## config.mk

```make
export PLATFORM = sky130hd
export DESIGN_NAME = rpn_program_runner
export DESIGN_NICKNAME = d
export VERILOG_FILES = /design/src/rtl/rpn_program_runner.sv
export SDC_FILE = /design/constraint.sdc
export NUM_CORES = 1
export LEC_CHECK = 0
export BUFFER_PORTS_ARGS = -buffer_cell sky130_fd_sc_hd__buf_2
export CORE_MARGIN = 2
export CORE_UTILIZATION = 35
export DETAILED_ROUTE_END_ITERATION = 12
export GPL_TIMING_DRIVEN = 0
export PLACE_DENSITY_LB_ADDON = 0.15
export SETUP_SLACK_MARGIN = 0.2
export SYNTH_ARGS = -nofsm -noshare
export SYNTH_HDL_FRONTEND = slang
export SYNTH_SLANG_ARGS = --single-unit
```

## constraint.sdc

```tcl
create_clock -name clk -period 2.19 [get_ports clk]
set_input_delay 0.3285 -clock clk [delete_from_list [all_inputs] [get_ports clk]]
set_output_delay 0.3285 -clock clk [all_outputs]
set_load 0.1 [all_outputs]
```

## src/rtl/rpn_program_runner.sv

```systemverilog
// Sequencer that walks an instruction ROM and feeds one RPN calculator, one
// step pulse per instruction, guarding each step against the live stack depth.
module rpn_program_runner #(
    parameter int N = 16,
    parameter int M = 10,
    parameter int P = 8
) (
    input  logic         clk,
    input  logic         nrst,
    input  logic         start,
    output logic [P-1:0] prog_addr,
    input  logic [N+2:0] prog_data,
    output logic         calc_nrst,
    output logic         calc_step,
    output logic         calc_push,
    output logic [1:0]   calc_op,
    output logic [N-1:0] calc_d,
    input  logic [N-1:0] calc_out,
    input  logic [M-1:0] calc_cnt,
    output logic         busy,
    output logic         done,
    output logic         err,
    output logic [N-1:0] result,
    output logic [P:0]   icount
);

    typedef enum logic [1:0] {S_IDLE, S_CLEAR, S_FETCH, S_STROBE} state_t;

    localparam logic [1:0]   OP_NONE  = 2'b00;
    localparam logic [1:0]   OP_NEG   = 2'b01;
    localparam logic [M-1:0] CNT_FULL = '1;
    localparam logic [M-1:0] CNT_ZERO = '0;
    localparam logic [M-1:0] CNT_ONE  = M'(1);
    localparam logic [M-1:0] CNT_TWO  = M'(2);
    localparam logic [P-1:0] PC_LAST  = '1;
    localparam logic [P-1:0] PC_ONE   = P'(1);
    localparam logic [P:0]   IC_ONE   = (P+1)'(1);

    state_t         r_state;
    state_t         w_next;
    logic [P-1:0]   r_pc;
    logic [P:0]     r_icount;
    logic [N-1:0]   r_result;
    logic           r_busy;
    logic           r_done;
    logic           r_err;
    logic           r_wrap;
    logic           r_step;
    logic           r_push;
    logic [1:0]     r_op;
    logic [N-1:0]   r_d;

    logic           w_clr;
    logic           w_push;
    logic [1:0]     w_op;
    logic [N-1:0]   w_imm;
    logic           w_halt;
    logic           w_fault;
    logic           w_end;
    logic           w_err_end;

    assign w_push = prog_data[N+2];
    assign w_op   = prog_data[N+1:N];
    assign w_imm  = prog_data[N-1:0];
    assign w_halt = !w_push && (w_op == OP_NONE);

    // Any of these would make the calculator act on a stack that cannot support it.
    assign w_fault = (w_push && (calc_cnt == CNT_FULL))
                  || ((w_op == OP_NEG) && (calc_cnt == CNT_ZERO))
                  || (w_op[1] && (calc_cnt < CNT_TWO));

    // After a ROM wrap the fetched word is ignored: the run ends on this FETCH.
    assign w_end     = (r_state == S_FETCH) && (r_wrap || w_halt || w_fault);
    assign w_err_end = r_wrap || w_fault || (w_halt && (calc_cnt != CNT_ONE));

    always_ff @(posedge clk or negedge nrst) begin
        if (!nrst) begin
            r_state <= S_IDLE;
        end else begin
            r_state <= w_next;
        end
    end

    always_comb begin
        w_next = r_state;
        case (r_state)
            S_IDLE:   w_next = start ? S_CLEAR : S_IDLE;
            S_CLEAR:  w_next = S_FETCH;
            S_FETCH:  w_next = w_end ? S_IDLE : S_STROBE;
            S_STROBE: w_next = S_FETCH;
            default:  w_next = S_IDLE;
        endcase
    end

    always_comb begin
        w_clr = 1'b0;
        if (r_state == S_CLEAR) begin
            w_clr = 1'b1;
        end
    end

    always_ff @(posedge clk or negedge nrst) begin
        if (!nrst) begin
            r_pc     <= '0;
            r_icount <= '0;
            r_result <= '0;
            r_busy   <= 1'b0;
            r_done   <= 1'b0;
            r_err    <= 1'b0;
            r_wrap   <= 1'b0;
            r_step   <= 1'b0;
            r_push   <= 1'b0;
            r_op     <= OP_NONE;
            r_d      <= '0;
        end else begin
            r_done <= 1'b0;
            r_step <= 1'b0;
            case (r_state)
                S_IDLE: begin
                    if (start) begin
                        r_busy   <= 1'b1;
                        r_err    <= 1'b0;
                        r_wrap   <= 1'b0;
                        r_icount <= '0;
                        r_pc     <= '0;
                    end
                end
                S_FETCH: begin
                    if (w_end) begin
                        r_result <= calc_out;
                        r_err    <= w_err_end;
                        r_done   <= 1'b1;
                        r_busy   <= 1'b0;
                    end else begin
                        r_push <= w_push;
                        r_op   <= w_op;
                        r_d    <= w_imm;
                        r_step <= 1'b1;
                    end
                end
                S_STROBE: begin
                    r_icount <= r_icount + IC_ONE;
                    r_pc     <= r_pc + PC_ONE;
                    if (r_pc == PC_LAST) begin
                        r_wrap <= 1'b1;
                        r_err  <= 1'b1;
                    end
                end
                default: ;
            endcase
        end
    end

    assign calc_nrst = nrst & ~w_clr;
    assign prog_addr = r_pc;
    assign calc_step = r_step;
    assign calc_push = r_push;
    assign calc_op   = r_op;
    assign calc_d    = r_d;
    assign busy      = r_busy;
    assign done      = r_done;
    assign err       = r_err;
    assign result    = r_result;
    assign icount    = r_icount;

endmodule

```

==> out/results.ini <==
[outcome]
status=complete, but fails checks
failed_checks=hold timing

[clocking]
cts_max_path_buffers=2
clk_pin_slew_ns=0.06
cts_tree=yes
clk_latency_ns=0.33
cts.sinks=59
root_buffer=clkbuf_8
h-tree-depth=3
numCtsBuffers=9

[timing]
hold_viol_final=54
slew_headroom_pct=55.86
period_minus_slack_ns=1.851
hold_ws_ns=-0.04689
fin_crit_sh_pct=84.54
fmax_mhz=540.1
setup_viol=0
rsz0062_at_grt=yes
maxSlewViolCount=0
worstMarginPinSlew_ns=0.6571
finClkSkew_ns=0.005513

[routing]
vias=2047
drc_errors=0
drt-pass1-iter-count=4
wire_per_inst_um=13.45
vias_per_cell=4.851
drtAntennaViolNets=0
postRouteWirelength_mm=5.675
drtIter0Drc=76

[floorplan]
start_util_pct=36.59
io_pins=105
die_x_um=88.98
core-area_um2=6907
die-area_um2=7917
fp-row-count=30
die_h_um=88.98

[layout]
diodes=0
drive_above_1_share_pct=51.23
fin_util_pct=48.71
syn2layout_area_growth_pct=33.12
fin_area_um2=3364
layout.nets=371

[setup_path]
required_ns=2.40
crit_type=input pin to register
rr_worst_depth=6
ff2ff_setup_slack_ns=0.38
arrival_ns=2.06
cp-end-kind=register
start_kind=input pin
path_max_fanout=10
r2r-end=calc_d[2]
r2r-start=r_wrap

[worst_hold_path]
hp-class=input pin to asynchronous set/reset pin

[synthesis]
seq_area_frac_synth_pct=58.42
synth_ff_type=dfrtp_1
ys_types=32
syn_inst=206
synth_warnings=0
ys_ff_latch=59
synth_area_per_cell_um2=12.27
syn_area_um2=2527
syn-num-nets=256
synth_edf_count=0
synth-async-reset-ratio_pct=100.0

[place]
placed_area_um2=3174
dp_hpwl_mm=3.984
port_buffers=104
gp_congestion=0.7610

[global_routing]
overflow=0
grt_first_pass_wirelength_mm=9.308
grt_max_degree=61
grt_pass1_vias=1977
grt.total_usage_pct=15.21
antenna_found_initial=0

[flow_run]
drv_cap=0

state kept, by name (all words and copies together), names as in the netlist, 2 cells and up:
register   cells
calc_d        16
calc_op        2
icount         9
prog_addr      8
r_state        2
result        16
routing by layer:
metal	track usage (%)	part of all wire (%)	wire [um]	vias to the layer above
li1	-	-	-	977
met5	0	0	0	-
met2	22.32	44	2504	85
met1	21.15	46	2625	980
met4	4.885	0.74	42	0
met3	5.448	8.9	503	5
kinds of logic (layout without fill, tap and decap cells):
logic type               Yosys count  after routing  share of synthesized area [%]
buffers and inverters             13            133                          2.970
flip-flops                        59             59                          58.42
adder cells (fa/ha/maj)            2              2                         0.9899
AND/OR/NAND/NOR                   55             55                          10.40
multiplexers                      36             36                          17.18
AO/OA/AOI/OAI                     41             41                          10.05
cell usage after synthesis, types with 2 or more instances:
cell type  instances  area (um^2)
o311ai_0           2        17.52
nand3_1            9        45.04
and3_1             6        37.54
mux2_2            27        304.0
mux2_4             8        120.1
nand4_1            5        31.28
inv_1              6        22.52
dfrtp_1           59         1476
nor2_1            11        41.29
buf_2              2        10.01
clkbuf_1           3        11.26
ha_1               2        25.02
o31ai_1            5        37.54
nand2_1           17        63.81
nor3_1             4        20.02
o21ai_0           24        120.1
worst max-delay path by stage:
stage,endpoint,cells past startpoint,slack [ns],from
6_report,result[10],8,0.34,calc_cnt[7]
4_1_cts,prog_addr[5],5,0.22,r_state[0]
3_5_place_dp,calc_nrst,3,-0.32,nrst
5_1_grt,calc_push,6,0.19,r_wrap
3_3_place_gp,calc_nrst,3,-0.31,nrst
2_1_floorplan,err,5,0.20,prog_addr[2]
timing repair:
item / CTS / global route
buffers inserted: 0 / 0
gates cloned: 0 / 0
pin swaps: 0 / 0
resized for setup: 2 / 1
endpoints found under the hold margin: 59 / 0
endpoints found under the setup margin: 1 / 13
worst max-delay path: stages:
cell	delay, ns
buf_2	0.10
or4_1	0.53
nor3_2	0.15
a31o_2	0.26
o21bai_2	0.07
buf_6	0.17
buf_12	0.15
mux2_4	0.29
cell type report:
class | instances | area [um^2]
repair buffers | 104 | 526.8
inverters | 6 | 22.52
flip-flops and latches | 59 | 1479
clock buffers | 11 | 151.4
multi-input cells | 134 | 984.7
clock inverters | 5 | 27.53
plain buffers | 7 | 52.55
well taps | 96 | 120.1
fillers | 694 | 3542
layout by cell type, fill, tap and decap left out, drive strengths merged, types with 2 or more instances in the layout:
cell	instances
clkinv	4
o31ai	5
mux2	35
nor3	5
dfrtp	59
o311ai	2
ha	2
o21ai	24
and3	6
buf	108
nor2	11
nand4	5
inv	6
nand2	17
nand3	9
clkbuf	14
per-stage QoR:
| stage | std cells | setup WS, ns | setup TNS, ns |
|---|---|---|---|
| finish | 422 | 0.3385 | 0 |
| global route | 422 | 0.1933 | 0 |
| CTS | 422 | 0.2163 | 0 |
| detailed placement | 406 | -0.3225 | -0.4123 |
| global placement | 406 | -0.3128 | -0.3944 |
| floorplan | 206 | 0.2050 | 0 |
Power is left out: the tool's default activity adds up to more than one toggle a clock period on the data nets, which glitch-free logic cannot reach.
